`config.mk`:
```
export PLATFORM = sky130hd
export DESIGN_NAME = regfile_sequencer
export DESIGN_NICKNAME = d
export VERILOG_FILES = /design/src/rtl/regfile_sequencer_pkg.sv /design/src/rtl/regfile_sequencer_arbiter.sv /design/src/rtl/regfile_sequencer.sv
export SDC_FILE = /design/constraint.sdc
export NUM_CORES = 1
export LEC_CHECK = 0
export BUFFER_PORTS_ARGS = -buffer_cell sky130_fd_sc_hd__buf_2
export CAP_MARGIN = 20
export CORE_ASPECT_RATIO = 1.5
export CORE_MARGIN = 2
export CORE_UTILIZATION = 47
export CTS_CLUSTER_DIAMETER = 100
export DETAILED_ROUTE_END_ITERATION = 10
export PLACE_DENSITY = 0.91
export SLEW_MARGIN = 15
export SYNTH_ARGS = -nofsm -noshare
export SYNTH_HDL_FRONTEND = slang
export SYNTH_SLANG_ARGS = --single-unit
```
`constraint.sdc`:
```
create_clock -name clk -period 2.2 [get_ports clk]
set_input_delay 0.33 -clock clk [delete_from_list [all_inputs] [get_ports clk]]
set_output_delay 0.33 -clock clk [all_outputs]
set_load 0.05 [all_outputs]
```
`src/rtl/regfile_sequencer_pkg.sv`:
```
// Shared widths, register-file mode encodings and sequencer states for regfile_sequencer.
package regfile_sequencer_pkg;

    localparam int unsigned REGSEL_W = 6;
    localparam int unsigned WORD_W   = 16;
    localparam int unsigned NUM_REGS = 64;

    typedef enum logic [1:0] {
        RF_MODE_IDLE = 2'd0,
        RF_MODE_IN   = 2'd1,
        RF_MODE_OUT  = 2'd2
    } rf_mode_e;

    typedef enum logic [2:0] {
        ST_IDLE = 3'd0,
        ST_WR   = 3'd1,
        ST_RA   = 3'd2,
        ST_RB   = 3'd3,
        ST_RC   = 3'd4,
        ST_DONE = 3'd5
    } seq_state_e;

endpackage

```
`src/rtl/regfile_sequencer_arbiter.sv`:
```
// Grant logic between writeback and operand fetch; writeback-first by default,
// alternating on contention when REGSEQ_RR_EN is defined.
module regfile_sequencer_arbiter (
`ifdef REGSEQ_RR_EN
    input  logic clk,
    input  logic clear_n,
`endif
    input  logic arb_en,
    input  logic wb_req,
    input  logic opf_req,
    output logic grant_wb_c,
    output logic grant_opf_c
);

`ifdef REGSEQ_RR_EN
    logic prefer_opf_q;

    // Pointer flips only when both requesters compete for the same grant.
    always_ff @(posedge clk or negedge clear_n) begin
        if (!clear_n) begin
            prefer_opf_q <= 1'b0;
        end else if (arb_en && wb_req && opf_req) begin
            prefer_opf_q <= ~prefer_opf_q;
        end
    end

    always_comb begin
        grant_wb_c  = arb_en && wb_req  && (!opf_req || !prefer_opf_q);
        grant_opf_c = arb_en && opf_req && (!wb_req  ||  prefer_opf_q);
    end
`else
    always_comb begin
        grant_wb_c  = arb_en && wb_req;
        grant_opf_c = arb_en && opf_req && !wb_req;
    end
`endif

endmodule

```
`src/rtl/regfile_sequencer.sv`:
```
// Sequences the single-port register file between operand fetch (two reads) and
// writeback (one write). Optional round-robin arbitration via REGSEQ_RR_EN.
module regfile_sequencer
    import regfile_sequencer_pkg::*;
#(
    parameter int unsigned NREGSEL = REGSEL_W,
    parameter int unsigned W       = WORD_W
) (
    input  logic               clk,
    input  logic               clear_n,
    input  logic               opf_req,
    input  logic [NREGSEL-1:0] opf_rd,
    input  logic [NREGSEL-1:0] opf_rs,
    output logic               opf_ack,
    output logic [W-1:0]       opf_a,
    output logic [W-1:0]       opf_b,
    input  logic               wb_req,
    input  logic [NREGSEL-1:0] wb_sel,
    input  logic [W-1:0]       wb_data,
    output logic               wb_ack,
    output logic [W-1:0]       rf_data_in,
    output logic [NREGSEL-1:0] rf_sel,
    output logic [1:0]         rf_mode,
    input  logic [W-1:0]       rf_data_out
);

    seq_state_e         state_q, state_d;
    rf_mode_e           mode_q, mode_d;
    logic [NREGSEL-1:0] sel_q, sel_d;
    logic [NREGSEL-1:0] rs_q, rs_d;
    logic [W-1:0]       data_in_q, data_in_d;
    logic [W-1:0]       opf_a_q, opf_a_d;
    logic [W-1:0]       opf_b_q, opf_b_d;
    logic               grant_wb_c, grant_opf_c;

    regfile_sequencer_arbiter u_arbiter (
`ifdef REGSEQ_RR_EN
        .clk         (clk),
        .clear_n     (clear_n),
`endif
        .arb_en      (state_q == ST_IDLE),
        .wb_req      (wb_req),
        .opf_req     (opf_req),
        .grant_wb_c  (grant_wb_c),
        .grant_opf_c (grant_opf_c)
    );

    always_ff @(posedge clk or negedge clear_n) begin
        if (!clear_n) begin
            state_q   <= ST_IDLE;
            mode_q    <= RF_MODE_IDLE;
            sel_q     <= '0;
            rs_q      <= '0;
            data_in_q <= '0;
            opf_a_q   <= '0;
            opf_b_q   <= '0;
        end else begin
            state_q   <= state_d;
            mode_q    <= mode_d;
            sel_q     <= sel_d;
            rs_q      <= rs_d;
            data_in_q <= data_in_d;
            opf_a_q   <= opf_a_d;
            opf_b_q   <= opf_b_d;
        end
    end

    // Register-file data_out lags the Out-mode edge by one, so captures trail the selects.
    always_comb begin
        state_d   = state_q;
        mode_d    = mode_q;
        sel_d     = sel_q;
        rs_d      = rs_q;
        data_in_d = data_in_q;
        opf_a_d   = opf_a_q;
        opf_b_d   = opf_b_q;
        case (state_q)
            ST_IDLE: begin
                if (grant_wb_c) begin
                    state_d   = ST_WR;
                    mode_d    = RF_MODE_IN;
                    sel_d     = wb_sel;
                    data_in_d = wb_data;
                end else if (grant_opf_c) begin
                    state_d = ST_RA;
                    mode_d  = RF_MODE_OUT;
                    sel_d   = opf_rd;
                    rs_d    = opf_rs;
                end else begin
                    mode_d = RF_MODE_IDLE;
                end
            end
            ST_WR: begin
                state_d = ST_IDLE;
                mode_d  = RF_MODE_IDLE;
            end
            ST_RA: begin
                state_d = ST_RB;
                sel_d   = rs_q;
            end
            ST_RB: begin
                state_d = ST_RC;
                mode_d  = RF_MODE_IDLE;
                opf_a_d = rf_data_out;
            end
            ST_RC: begin
                state_d = ST_DONE;
                opf_b_d = rf_data_out;
            end
            ST_DONE: begin
                state_d = ST_IDLE;
            end
            default: begin
                state_d = ST_IDLE;
                mode_d  = RF_MODE_IDLE;
            end
        endcase
    end

    assign wb_ack     = (state_q == ST_WR);
    assign opf_ack    = (state_q == ST_DONE);
    assign opf_a      = opf_a_q;
    assign opf_b      = opf_b_q;
    assign rf_mode    = mode_q;
    assign rf_sel     = sel_q;
    assign rf_data_in = data_in_q;

endmodule

```
---- Word-level counts from Yosys, hierarchy flattened ----
Index checks and enable logic that the tools add are counted.
storage, ports and cells
  register bits after elaboration ......... 65
  input bits .............................. 54
  output and inout bits ................... 58
  word-level logic and storage cells ...... 33
operators by class
  equality and inequality tests ........... 6
  mux-type cells .......................... 9
  bitwise operators ....................... 1
  reductions and logical operators ........ 10
operators by type and width
  operator                                             count
  two-way mux 6 bit                                    2
  one-hot mux 3 bit (4 select lines)                   1
  one-hot mux 6 bit (2 select lines)                   1
  equality test 3 x 2 -> 1 bit, second input constant  2
  equality test 3 bit, second input constant           2
  two-way mux 3 bit                                    2
  two-way mux 2 bit                                    2
  one-hot mux 2 bit (2 select lines)                   1
  AND reduction 2 bit                                  2
  equality test 3 x 1 -> 1 bit, second input constant  1
  logical AND 1 bit                                    3
  zero test 3 bit                                      1
  inequality test 3 bit, second input constant         1
  AND reduction 3 bit                                  1
  OR reduction 3 bit                                   1
  nonzero test 2 bit                                   1
  zero test 1 bit                                      1
  NOT 1 bit                                            1

---- Longest topological paths before layout ----
  depth in word-level cells ............... 6
  gate-level depth with buffers ........... 6
  mapped depth without buffers ............ 3

---- Cells and area by module ----
From an unflattened synthesis, not the netlist that was laid out.
unflattened totals
  cells, all modules ...................... 177
  area total of the unflattened synthesis .. 2727.6 µm²
by module, submodules not included
  module                     instances  cells each  area each (µm²)  seq. area each (µm²)
  regfile_sequencer          1          175         2711.4           1626.6
  regfile_sequencer_arbiter  1          2           16.3             0.0

---- Worst setup path before layout ----
No wires, ideal clock.
  path kind ............................... flip-flop to output port
  start point ............................. reg state_q[1]
  end point ............................... out wb_ack
  data arrival time ....................... 1.756 ns
  data required time ...................... 1.870 ns
  path slack .............................. 0.114 ns
  cell stages (with the launch flop) ...... 3
  buffers on the path ..................... 1
  cell sequence ........................... dfrtp_1 buf_2 nor3b_1
on the way
  longest elaborated chain between the ends .. 1
ends and longest elaborated chain
  element                       RTL line                  RTL
  start: declaration            regfile_sequencer.sv:27   seq_state_e state_q, state_d;
  start signal: assignment      regfile_sequencer.sv:58   state_q <= state_d;
  equality test 3 x 1 -> 1 bit  regfile_sequencer.sv:120  assign wb_ack = (state_q == ST_WR);
  end: declaration              regfile_sequencer.sv:20   output logic wb_ack,
No other way between the ends.

---- Worst setup path in the final report ----
  start point ............................. reg state_q[1]
  end point ............................... out opf_ack
on the way
  longest elaborated chain between the ends .. 1
ends and longest elaborated chain
  element              RTL line                  RTL
  equality test 3 bit  regfile_sequencer.sv:121  assign opf_ack = (state_q == ST_DONE);
  end: declaration     regfile_sequencer.sv:14   output logic opf_ack,
No other way between the ends.

==> impl_metrics.toml <==
[critical_path]
crit_required_ns = 1.87
rr_startpoint = "state_q[1]"
worst-r2r-setup-slack_ns = 0.50
path_class = "flop to primary output"
ff2ff_path_depth = 3
critPathMaxFanout = 13
crit_path_cell_trace = "nor2b_1 > and2_1 > buf_2"
cpMaxStageDelayCell = "dfrtp_1"
arrival_ns = 1.54
cp-end-kind = "primary output"
slowest_delay_ns = 0.54
cp-start-kind = "flop"
r2r-end = "rf_data_in[12]"

[clock_tree]
root_buffer = "clkbuf_8"
clk_path_buf_depth = 2
clkSinkCount = 65
htree_levels = 3
clkTransAtPathRegs_ns = 0.07
cts_tree = "built"
post_cts_buffers = 0
ctsResizeCount = 0
clk_latency_ns = 0.33
holdBufCountCts = 0
cts_buffers = 9

[synth]
synth-simple-area-share = 0.0623
synth-edff-count = 0
ys.warnings.count = 0
avgSynthCellArea_um2 = 14.9
synth_seq_cells = 65
yosysUniqueCellTypes = 23
async_reset_ff_frac = 1.00
netlist_area_um2 = 2630
muxShareOfSynthArea = 0.258
synthCells = 177
synth_compound_area_frac = 0.0347
synth_top_family_by_area = "multiplexers"
synthAdderAreaFrac = 0
synth_flop_cell = "dfrtp_1"
synth_xor_area_frac = 0
syn_nets = 231
yosysSeqAreaShare = 0.618

[sta]
setup_viol = 0
skew_ns = 0.00640
hold_violations = 0
tns_ns = 0
period_share = 0.851
worst_pin_slew_ns = 0.655
fmax_mhz = 534
maxSlewHeadroom = 0.563
rsz0062_at_grt = "no"
slew_violations = 0
period_minus_slack_ns = 1.87

[floorplan]
core-area_um2 = 5450
dieHeight_um = 95.6
io_pins = 112
die_w_um = 65.1
start_util = 0.483
die-area_um2 = 6230
rows = 33

[finish]
drive_gt1_frac = 0.629
nets = 348
area_delta_synth_final_pct = 31.0
final_common_cell = "buf_2"
final_cell_mix = "111 x buf_2, 65 x dfrtp_1, 55 x mux2_2"
antenna-diode-count = 0

[flow_run]
cap_violations = 0

[detailed_routing]
dr.first_iter.drc_count = 81
drc_errors = 0
first_pass_iters = 5
wire_per_inst_um = 15.4
wirelength_mm = 5.68
num_vias = 1840
avgViaCountPerCell = 4.99
final_antenna_net_count = 0

[global_route]
antenna_found_initial = 0
grt_first_pass_wirelength_mm = 9.00
grt_max_degree = 38
first_global_vias = 1952
gr-total-overflow = 0
groute.usage.overall = 0.193

[place]
routabilityCongestion = 0.731
io_buffers = 111
dp_hpwl_mm = 4.25

[status]
status = "completed"

[min_path]
hold_class = "input pin to asynchronous set/reset pin"
-- final cells by class --
type,instances,area [µm²]
fillers,460,2000
inverters,1,3.75
clock inverters,5,55.1
repair buffers,115,598
flip-flops and latches,65,1630
multi-input cells,102,935
well taps,70,87.6
clock buffers,11,141
-- sequential cells by signal (all words and copies together) (netlist names) --
signal and count:
rf_sel 6, rf_data_in 16, rf_mode 2, state_q 3, opf_b 16, rs_q 6, opf_a 16
-- cell families after synthesis --
logic type,Yosys count
AO/OA/AOI/OAI,14
buffers and inverters,10
AND/OR/NAND/NOR,27
multiplexers,61
flip-flops,65
-- critical path, delay by kind of cell, from the launching register on --
family	cells	cell delay, ns
buffers and inverters	1	0.25
flip-flops	1	0.54
AND/OR/NAND/NOR	2	0.42
-- synth_stat cells, types with 2 or more instances --
cell,n,share of area
nand2_1,9,0.013
mux2_2,55,0.24
nor3_1,3,0.0057
buf_6,3,0.013
nor2_1,4,0.0057
dfrtp_1,65,0.62
nor2b_1,2,0.0048
o211ai_1,5,0.014
mux2i_1,6,0.023
buf_2,5,0.0095
o21ai_0,7,0.013
nor3b_1,2,0.0057
-- stage by stage --
step / instance area (µm²) / cells / worst slack (ns) / hold WS (ns) / utilization
finish: 3450 / 369 / 0.329 / 0.0220 / 0.632
floorplan: 2630 / 177 / 0.114 / 0.0344 / -
CTS: 3450 / 369 / 0.331 / 0.0381 / 0.632
detailed placement: 3250 / 353 / 0.511 / 0.401 / 0.596
global route: 3450 / 369 / 0.223 / 0.0616 / 0.632
global placement: 3250 / 353 / 0.533 / 0.381 / 0.596
-- routing by layer --
metal | wire length [µm] | track usage
met1 | 2040 | 0.215
met5 | 0 | 0
met2 | 3270 | 0.343
met4 | 142 | 0.108
met3 | 220 | 0.0366
-- worst max path at each step --
| stage | slack, ns | startpoint | cells past startpoint | endpoint |
|---|---|---|---|---|
| 2_1_floorplan | 0.11 | state_q[1] | 2 | wb_ack |
| 3_3_place_gp | 0.53 | state_q[0] | 3 | rf_sel[4] |
| 3_5_place_dp | 0.51 | state_q[1] | 3 | rf_data_in[12] |
| 4_1_cts | 0.33 | state_q[1] | 3 | opf_ack |
| 5_1_grt | 0.22 | state_q[1] | 3 | opf_ack |
| 6_report | 0.33 | state_q[1] | 3 | opf_ack |
Power is not shown: default switching activity piles up to over one toggle a cycle in this logic, so the estimate is an artifact.
